## config.mk

```make
export PLATFORM = sky130hd
export DESIGN_NAME = dcnn_s1_chain_ctrl
export DESIGN_NICKNAME = d
export VERILOG_FILES = /design/src/rtl/dcnn_s1_chain_ctrl.sv
export SDC_FILE = /design/constraint.sdc
export NUM_CORES = 1
export LEC_CHECK = 0
export BUFFER_PORTS_ARGS = -buffer_cell sky130_fd_sc_hd__buf_2
export CORE_UTILIZATION = 40
export CTS_BUF_LIST = sky130_fd_sc_hd__clkbuf_4 sky130_fd_sc_hd__clkbuf_8
export CTS_CLUSTER_DIAMETER = 200
export CTS_CLUSTER_SIZE = 16
export DETAILED_ROUTE_END_ITERATION = 10
export GPL_ROUTABILITY_DRIVEN = 0
export MAX_ROUTING_LAYER = met4
export PLACE_DENSITY_LB_ADDON = 0.05
export SLEW_MARGIN = 15
export SYNTH_ARGS = -nofsm -noshare
export SYNTH_HDL_FRONTEND = slang
export SYNTH_SLANG_ARGS = --single-unit
```

## constraint.sdc

```tcl
create_clock -name clk -period 8.5 [get_ports clk]
set_clock_uncertainty 0.2 [all_clocks]
set_input_delay 2.55 -clock clk [delete_from_list [all_inputs] [get_ports clk]]
set_output_delay 2.55 -clock clk [all_outputs]
set_load 0.01 [all_outputs]
```

## src/rtl/dcnn_s1_chain_ctrl.sv

```systemverilog
// Entrance sequencer for the stride-1 chain PE array.
// Streams tagged kernel words, then pixel passes separated by weight-advance gaps.
module dcnn_s1_chain_ctrl #(
  parameter int DW       = 16,
  parameter int K_BITS   = 4,
  parameter int PARA     = 144,
  parameter int CNT_BITS = 16
) (
  input  logic                clk,
  input  logic                arst_n,
  input  logic                rst_n,
  input  logic                cmd_load,
  input  logic                cmd_run,
  input  logic [CNT_BITS-1:0] cfg_n_weights,
  input  logic [CNT_BITS-1:0] cfg_beats,
  input  logic [CNT_BITS-1:0] cfg_passes,
  input  logic [CNT_BITS-1:0] cfg_drain,
  input  logic [K_BITS-1:0]   cfg_k_size,
  input  logic                cfg_attr,
  input  logic [DW-1:0]       w_data,
  input  logic [9:0]          w_idx,
  input  logic                w_val,
  output logic                w_rdy,
  input  logic [DW-1:0]       px_data0,
  input  logic [DW-1:0]       px_data1,
  input  logic                px_val,
  output logic                px_rdy,
  output logic                mode_kernel_load,
  output logic [DW-1:0]       x_entrance0,
  output logic [DW-1:0]       x_entrance1,
  output logic [1:0]          y_entrance_vld,
  output logic                entrance_attribute,
  output logic [K_BITS-1:0]   k_size,
  output logic                busy,
  output logic                done,
  output logic                err_underrun
);

  typedef enum logic [2:0] {
    S_IDLE, S_KLOAD, S_KTAIL, S_CONV, S_GAP, S_DRAIN
  } state_t;

  localparam logic [DW-1:0]       IDLE_TAG = {{(DW-10){1'b0}}, 10'h3FF};
  localparam logic [CNT_BITS-1:0] TAIL_LEN = CNT_BITS'(PARA + 1);
  localparam logic [CNT_BITS-1:0] ONE      = CNT_BITS'(1);

  state_t              state_q;
  logic [CNT_BITS-1:0] cnt_q;
  logic [CNT_BITS-1:0] pass_q;
  logic [CNT_BITS-1:0] beats_q;
  logic [CNT_BITS-1:0] drain_q;
  logic [K_BITS-1:0]   k_q;
  logic                attr_q;
  logic                fin_q;
  logic                w_hs;
  logic                beat;
  logic                run_st;

  assign w_rdy  = (state_q == S_KLOAD) && (cnt_q != '0);
  assign px_rdy = (state_q == S_CONV);
  assign busy   = (state_q != S_IDLE);
  assign w_hs   = w_rdy && w_val;
  assign beat   = (cnt_q != '0) || px_val;
  assign run_st = (state_q == S_CONV) || (state_q == S_GAP) ||
                  (state_q == S_DRAIN);

  // fin_q marks the terminal transition; done follows one cycle later
  // so it lines up with the last registered entrance cycle.
  always_ff @(posedge clk or negedge arst_n) begin
    if (!arst_n) begin
      state_q            <= S_IDLE;
      cnt_q              <= '0;
      pass_q             <= '0;
      beats_q            <= '0;
      drain_q            <= '0;
      k_q                <= '0;
      attr_q             <= 1'b0;
      fin_q              <= 1'b0;
      mode_kernel_load   <= 1'b0;
      x_entrance0        <= '0;
      x_entrance1        <= '0;
      y_entrance_vld     <= 2'b00;
      entrance_attribute <= 1'b0;
      k_size             <= '0;
      done               <= 1'b0;
      err_underrun       <= 1'b0;
    end else if (!rst_n) begin
      state_q            <= S_IDLE;
      cnt_q              <= '0;
      pass_q             <= '0;
      beats_q            <= '0;
      drain_q            <= '0;
      k_q                <= '0;
      attr_q             <= 1'b0;
      fin_q              <= 1'b0;
      mode_kernel_load   <= 1'b0;
      x_entrance0        <= '0;
      x_entrance1        <= '0;
      y_entrance_vld     <= 2'b00;
      entrance_attribute <= 1'b0;
      k_size             <= '0;
      done               <= 1'b0;
      err_underrun       <= 1'b0;
    end else begin
      done               <= fin_q;
      fin_q              <= 1'b0;
      x_entrance0        <= '0;
      x_entrance1        <= '0;
      y_entrance_vld     <= 2'b00;
      mode_kernel_load   <= (state_q == S_KLOAD) ||
                            (state_q == S_KTAIL);
      entrance_attribute <= run_st ? attr_q : 1'b0;
      k_size             <= run_st ? k_q : '0;
      unique case (state_q)
        S_IDLE: begin
          if (cmd_load) begin
            if (cfg_n_weights == '0) begin
              state_q <= S_KTAIL;
              cnt_q   <= TAIL_LEN;
            end else begin
              state_q <= S_KLOAD;
              cnt_q   <= cfg_n_weights;
            end
          end else if (cmd_run) begin
            beats_q      <= cfg_beats;
            drain_q      <= cfg_drain;
            k_q          <= cfg_k_size;
            attr_q       <= cfg_attr;
            pass_q       <= cfg_passes;
            err_underrun <= 1'b0;
            cnt_q        <= '0;
            if (cfg_beats == '0 || cfg_passes == '0) begin
              if (cfg_drain == '0) begin
                fin_q <= 1'b1;
              end else begin
                state_q <= S_DRAIN;
                cnt_q   <= cfg_drain;
              end
            end else begin
              state_q <= S_CONV;
            end
          end
        end
        S_KLOAD: begin
          x_entrance1 <= IDLE_TAG;
          if (w_hs) begin
            x_entrance0 <= w_data;
            x_entrance1 <= {{(DW-10){1'b0}}, w_idx};
            cnt_q       <= cnt_q - ONE;
            if (cnt_q == ONE) begin
              state_q <= S_KTAIL;
              cnt_q   <= TAIL_LEN;
            end
          end
        end
        S_KTAIL: begin
          x_entrance1 <= IDLE_TAG;
          if (cnt_q <= ONE) begin
            state_q <= S_IDLE;
            cnt_q   <= '0;
            fin_q   <= 1'b1;
          end else begin
            cnt_q <= cnt_q - ONE;
          end
        end
        S_CONV: begin
          if (cnt_q == '0) begin
            if (px_val) begin
              y_entrance_vld <= 2'b11;
              x_entrance0    <= px_data0;
              x_entrance1    <= px_data1;
            end
          end else begin
            y_entrance_vld <= 2'b01;
            if (px_val) begin
              x_entrance0 <= px_data0;
              x_entrance1 <= px_data1;
            end else begin
              err_underrun <= 1'b1;
            end
          end
          if (beat) begin
            cnt_q <= cnt_q + ONE;
            if (cnt_q + ONE == beats_q) begin
              state_q <= S_GAP;
              cnt_q   <= '0;
            end
          end
        end
        S_GAP: begin
          pass_q <= pass_q - ONE;
          if (pass_q > ONE) begin
            state_q <= S_CONV;
          end else if (drain_q == '0) begin
            state_q <= S_IDLE;
            fin_q   <= 1'b1;
          end else begin
            state_q <= S_DRAIN;
            cnt_q   <= drain_q;
          end
        end
        S_DRAIN: begin
          if (cnt_q <= ONE) begin
            state_q <= S_IDLE;
            cnt_q   <= '0;
            fin_q   <= 1'b1;
          end else begin
            cnt_q <= cnt_q - ONE;
          end
        end
        default: state_q <= S_IDLE;
      endcase
    end
  end

endmodule

```

# Yosys cells after proc, flatten, opt, wreduce, memory -nomap -nowiden
# Index checks and enable logic that the tools add are counted.
# classes
n_mux	81
n_reduce_logical	22
n_eq_ne	26
n_lt_le_gt_ge	2
addsub	3
# op_table
op	count
16-bit 2-to-1 mux	29
16-bit zero test	6
16-bit case mux with 5 select lines	1
16-bit case mux with 2 select lines	2
16-bit case mux with 3 select lines	1
3-bit 2-to-1 mux	12
16-bit by 1-bit subtractor with 16-bit output, second input constant	2
4-bit 2-to-1 mux	6
1-bit 2-to-1 mux	21
3-bit inequality test, second input constant	7
16-bit by 1-bit adder with 16-bit output, second input constant	1
16-bit by 1-bit equality test with 1-bit output, second input constant	1
16-bit equality test	1
16-bit by 1-bit greater-than comparator with 1-bit output, second input constant	1
16-bit by 1-bit less-or-equal comparator with 1-bit output, second input constant	1
16-bit nonzero test	1
3-bit case mux with 5 select lines	1
3-bit by 2-bit inequality test with 1-bit output, second input constant	4
10-bit 2-to-1 mux	1
2-bit 2-to-1 mux	5
7-bit AND reduction	1
3-bit by 2-bit equality test with 1-bit output, second input constant	2
3-bit equality test, second input constant	2
3-bit by 1-bit inequality test with 1-bit output, second input constant	2
other kinds (16)	23
# word_totals
word_cells	150
reg_bits	115
out_inout_bits	45

# Logic depth before layout (Yosys ltp)
# depth
word_depth	7
mapped_depth	12
ltp_nobuf	9

# Worst setup path before layout
# Ideal clock, no wire load.
# synth_timing
path_type	input to register
from	input cmd_load
to	register cnt_q[10]
stages	9
arrival_ps	4184
setup_time_ps	95
required_time_ps	8205
setup_slack_ps	4021
path_buffers	3
cell_sequence	clkbuf_1 nor3_1 o2111ai_1 o21ai_2 or3b_1 buf_2 buf_6 o32a_1 o31ai_1
# synth_via
elab_chain_cells	3
elab_cells_between_ends	5
# synth_rtl
item	line	source
from (decl)	12	input logic cmd_load,
16-bit 2-to-1 mux	116	if (cmd_load) begin
16-bit case mux with 5 select lines	114	unique case (state_q)
16-bit 2-to-1 mux	87	end else if (!rst_n) begin
to (signal assigned)	122	cnt_q <= cfg_n_weights;
to (signal assigned)	137	cnt_q <= cfg_drain;
to (signal assigned)	149	cnt_q <= cnt_q - ONE;
to (decl)	48	logic [CNT_BITS-1:0] cnt_q;
# Several ways; a longest one is shown, not always the timed one.
# A chain may end at the register's enable or synchronous reset.

# Final worst setup path
# layout_timing
from	register cnt_q[11]
to	output w_rdy
# layout_via
elab_chain_cells	2
# layout_rtl
item	line	source
16-bit nonzero test	59	assign w_rdy = (state_q == S_KLOAD) && (cnt_q != '0);
1-bit logical AND	59	
to (decl)	23	output logic w_rdy,
# Every way passes these cells.

==> flow_metrics.env <==
export IMPL_tightest_slew_ps=994
export IMPL_dr_pass1_iters=5
export IMPL_wl_per_cell_um=18.9
export IMPL_route_detailed_drc=0
export IMPL_grt_pass1_wl_um=35700
export IMPL_portBuffers=178
export IMPL_finalWirelength_um=23100
export IMPL_synth_edf_count=0
export IMPL_setup_worst_path_end_class="output port"
export IMPL_cts_root_buf="clkbuf_8"
export IMPL_slowest_delay_ps=710
export IMPL_critPathLaunchType="flop"
export IMPL_multiInputGateArea_mm2=0.00402
export IMPL_ys_ff_latch=115
export IMPL_timing_final_ws_setup_ps=3180
export IMPL_rows=48
export IMPL_drt_iter0_markers=578
export IMPL_r2r_slack_ps=4900
export IMPL_fp_dieH_um=137
export IMPL_yosysTopAreaCell="dfrtp_1"
export IMPL_syn_num_nets=977
export IMPL_synth_area_leaders="dfrtp_1, nand2_1, a21boi_0"
export IMPL_critPathMaxFanout=12
export IMPL_coreArea_mm2=0.0175
export IMPL_cp_data_arrival_time_ps=2570
export IMPL_synth_top_area_frac=0.397
export IMPL_setup_viol=0
export IMPL_cts_buffers=17
export IMPL_syn2layout_area_growth_pct=19.2
export IMPL_cts_tree="done"
export IMPL_powerDensity_mw_per_mm2=275
export IMPL_place_hpwl_um=16800
export IMPL_cts_buffer_depth=2
export IMPL_maxSlewHeadroom=0.337
export IMPL_ctsResizeCount=0
export IMPL_syn_inst=837
export IMPL_period_share=0.626
export IMPL_drive_above_1_share=0.245
export IMPL_slew_violations=0
export IMPL_place_inst=1190
export IMPL_timing_hold_ws_ps=257
export IMPL_fin_cells=1223
export IMPL_fill_cells=1771
export IMPL_leakage_uw=0.00386
export IMPL_pin_count=179
export IMPL_synth_ff_type="dfrtp_1"
export IMPL_path_clk_slew_ps=80
export IMPL_synthArstFlopShare=1.00
export IMPL_grt_usage=0.260
export IMPL_drv_cap=0
export IMPL_fin_nets=1124
export IMPL_grt_max_degree=75
export IMPL_fmax_mhz=188
export IMPL_holdCritStartpoint="fin_q$_DFF_PN0_"
export IMPL_die_w_um=137
export IMPL_criticalPathCategory="reg2out"
export IMPL_path_delay_family="simple AND/OR/NAND/NOR gates"
export IMPL_rsz0062_at_grt="no"
export IMPL_fin_tns_setup_ps=0
export IMPL_insertion_delay_ps=440
export IMPL_rr_startpoint="cnt_q[0]$_DFFE_PN0P_"
export IMPL_min_path_cells=1
export IMPL_cts_max_level=4
export IMPL_preCtsSetupSlack_ps=3380
export IMPL_seq_area_mm2=0.00288
export IMPL_overflow=0
export IMPL_vias_per_cell=5.81
export IMPL_syn_avg_cell_area_um2=8.66
export IMPL_holdPathEnd="done$_DFF_PN0_"
export IMPL_peakVddDrop_mv=0.113
export IMPL_grt_pass1_vias=6479
export IMPL_cts_setup_buffers=0
export IMPL_slowest_stage="nor4_1"
export IMPL_cts_num_sinks=115
export IMPL_hold_viol=0
export IMPL_reg2reg_depth=8
export IMPL_r2r_end="state_q[2]$_DFFE_PN0P_"
export IMPL_cts_hold_buf=0
export IMPL_vias=7107
export IMPL_dieArea_mm2=0.0187
export IMPL_required_ps=5750
export IMPL_yosysWarnings=0
export IMPL_min_path_type="reg2reg"
export IMPL_synth_cell_types=83
export IMPL_drtAntennaViolNets=0
export IMPL_syn_area_mm2=0.00725
export IMPL_initial_utilization=0.415
export IMPL_status="complete, no violations"
export IMPL_period_minus_slack_ps=5320
export IMPL_cp_buffers_inverters=1
export IMPL_ys_seq_area_frac=0.397
export IMPL_antenna_found_initial=2
export IMPL_path_cells="nor4_1 -> nand4_1 -> and2_1 -> buf_2"
==> synthesized netlist by cell type (all sizes together) (20+ instances only) <==
cell type	n
a21oi	51
nand2	127
a22oi	21
clkbuf	38
o21ai	49
a21boi	41
buf	22
nor4	30
nor3	28
nor2	59
and2	22
dfrtp	115
xnor2	20
==> worst register-to-register path: cells and delay by family, from the launching register on <==
kind            cells  cell delay (ps)
compound gates      2              590
xor+xnor            1              290
fa+ha+maj           1              430
flops               1              670
simple gates        4             1360
==> layer usage <==
layer,GRT usage,part of all wire,up-vias
met2,0.371,0.42,347
met4,0.0654,0.011,0
met1,0.368,0.47,3334
met5,-,0,-
li1,-,-,3405
met3,0.0596,0.093,21
==> power breakdown <==
| part | leakage, uW | internal [uW] | switching [uW] |
|---|---|---|---|
| clock network | 0.000195 | 292 | 255 |
| registers | 0.00158 | 621 | 158 |
| logic | 0.00209 | 414 | 636 |
| total | 0.00386 | 1330 | 1050 |
==> cells in the final DEF, fill, tap and decap left out, drive strengths merged, types with 17 or more instances in the layout <==
cell type | synthesis | final
nor3 | 28 | 28
a21boi | 41 | 41
a21oi | 51 | 51
dfrtp | 115 | 115
xnor2 | 20 | 20
nand3 | 17 | 17
buf | 22 | 188
nor2 | 59 | 59
o21ai | 49 | 49
a22oi | 21 | 21
nor4 | 30 | 30
a221oi | 19 | 19
clkbuf | 38 | 17
inv | 18 | 20
nand2 | 127 | 127
and2 | 22 | 22
==> kinds of logic after synthesis <==
| logic type | count (synthesis) | synth area share |
|---|---|---|
| fa+ha+maj | 6 | 0.0104 |
| xor+xnor | 33 | 0.0399 |
| flops | 115 | 0.397 |
| buf+inv | 78 | 0.0490 |
| mux | 3 | 0.00449 |
| compound gates | 258 | 0.253 |
| simple gates | 344 | 0.246 |
==> worst max path at each step <==
stage	from	end	cells after the start
2_1_floorplan	cmd_load	cnt_q[10]$_DFFE_PN0P_	9
3_3_place_gp	rst_n	cnt_q[7]$_DFFE_PN0P_	8
3_5_place_dp	rst_n	cnt_q[7]$_DFFE_PN0P_	8
4_1_cts	state_q[2]$_DFFE_PN0P_	px_rdy	4
5_1_grt	cnt_q[11]$_DFFE_PN0P_	w_rdy	4
6_report	cnt_q[11]$_DFFE_PN0P_	w_rdy	4
==> registers in the layout (all words and copies together), names as in the netlist <==
signal / cells
beats_q: 16
cnt_q: 16
drain_q: 16
pass_q: 16
x_entrance0: 16
x_entrance1: 16
k_q: 4
k_size: 4
state_q: 3
y_entrance_vld: 2
attr_q: 1
done: 1
entrance_attribute: 1
err_underrun: 1
fin_q: 1
mode_kernel_load: 1
==> area by class of cell <==
type,instances,area share
Sequential cell,115,0.333
Inverter,18,0.00783
Multi-Input combinational cell,644,0.465
Tap cell,225,0.0326
Antenna cell,2,0.000580
Clock inverter,14,0.0210
Clock buffer,17,0.0271
Timing Repair Buffer,188,0.112
==> through the flow <==
step	power, uW	utilization	area [um2]
finish	2370	0.494	8630
detailed placement	1820	0.470	8210
global placement	1820	0.470	8210
global route	2540	0.494	8630
floorplan	1530	-	7250
CTS	2370	0.493	8620
Note: power is estimated with default switching activity, not from simulation.
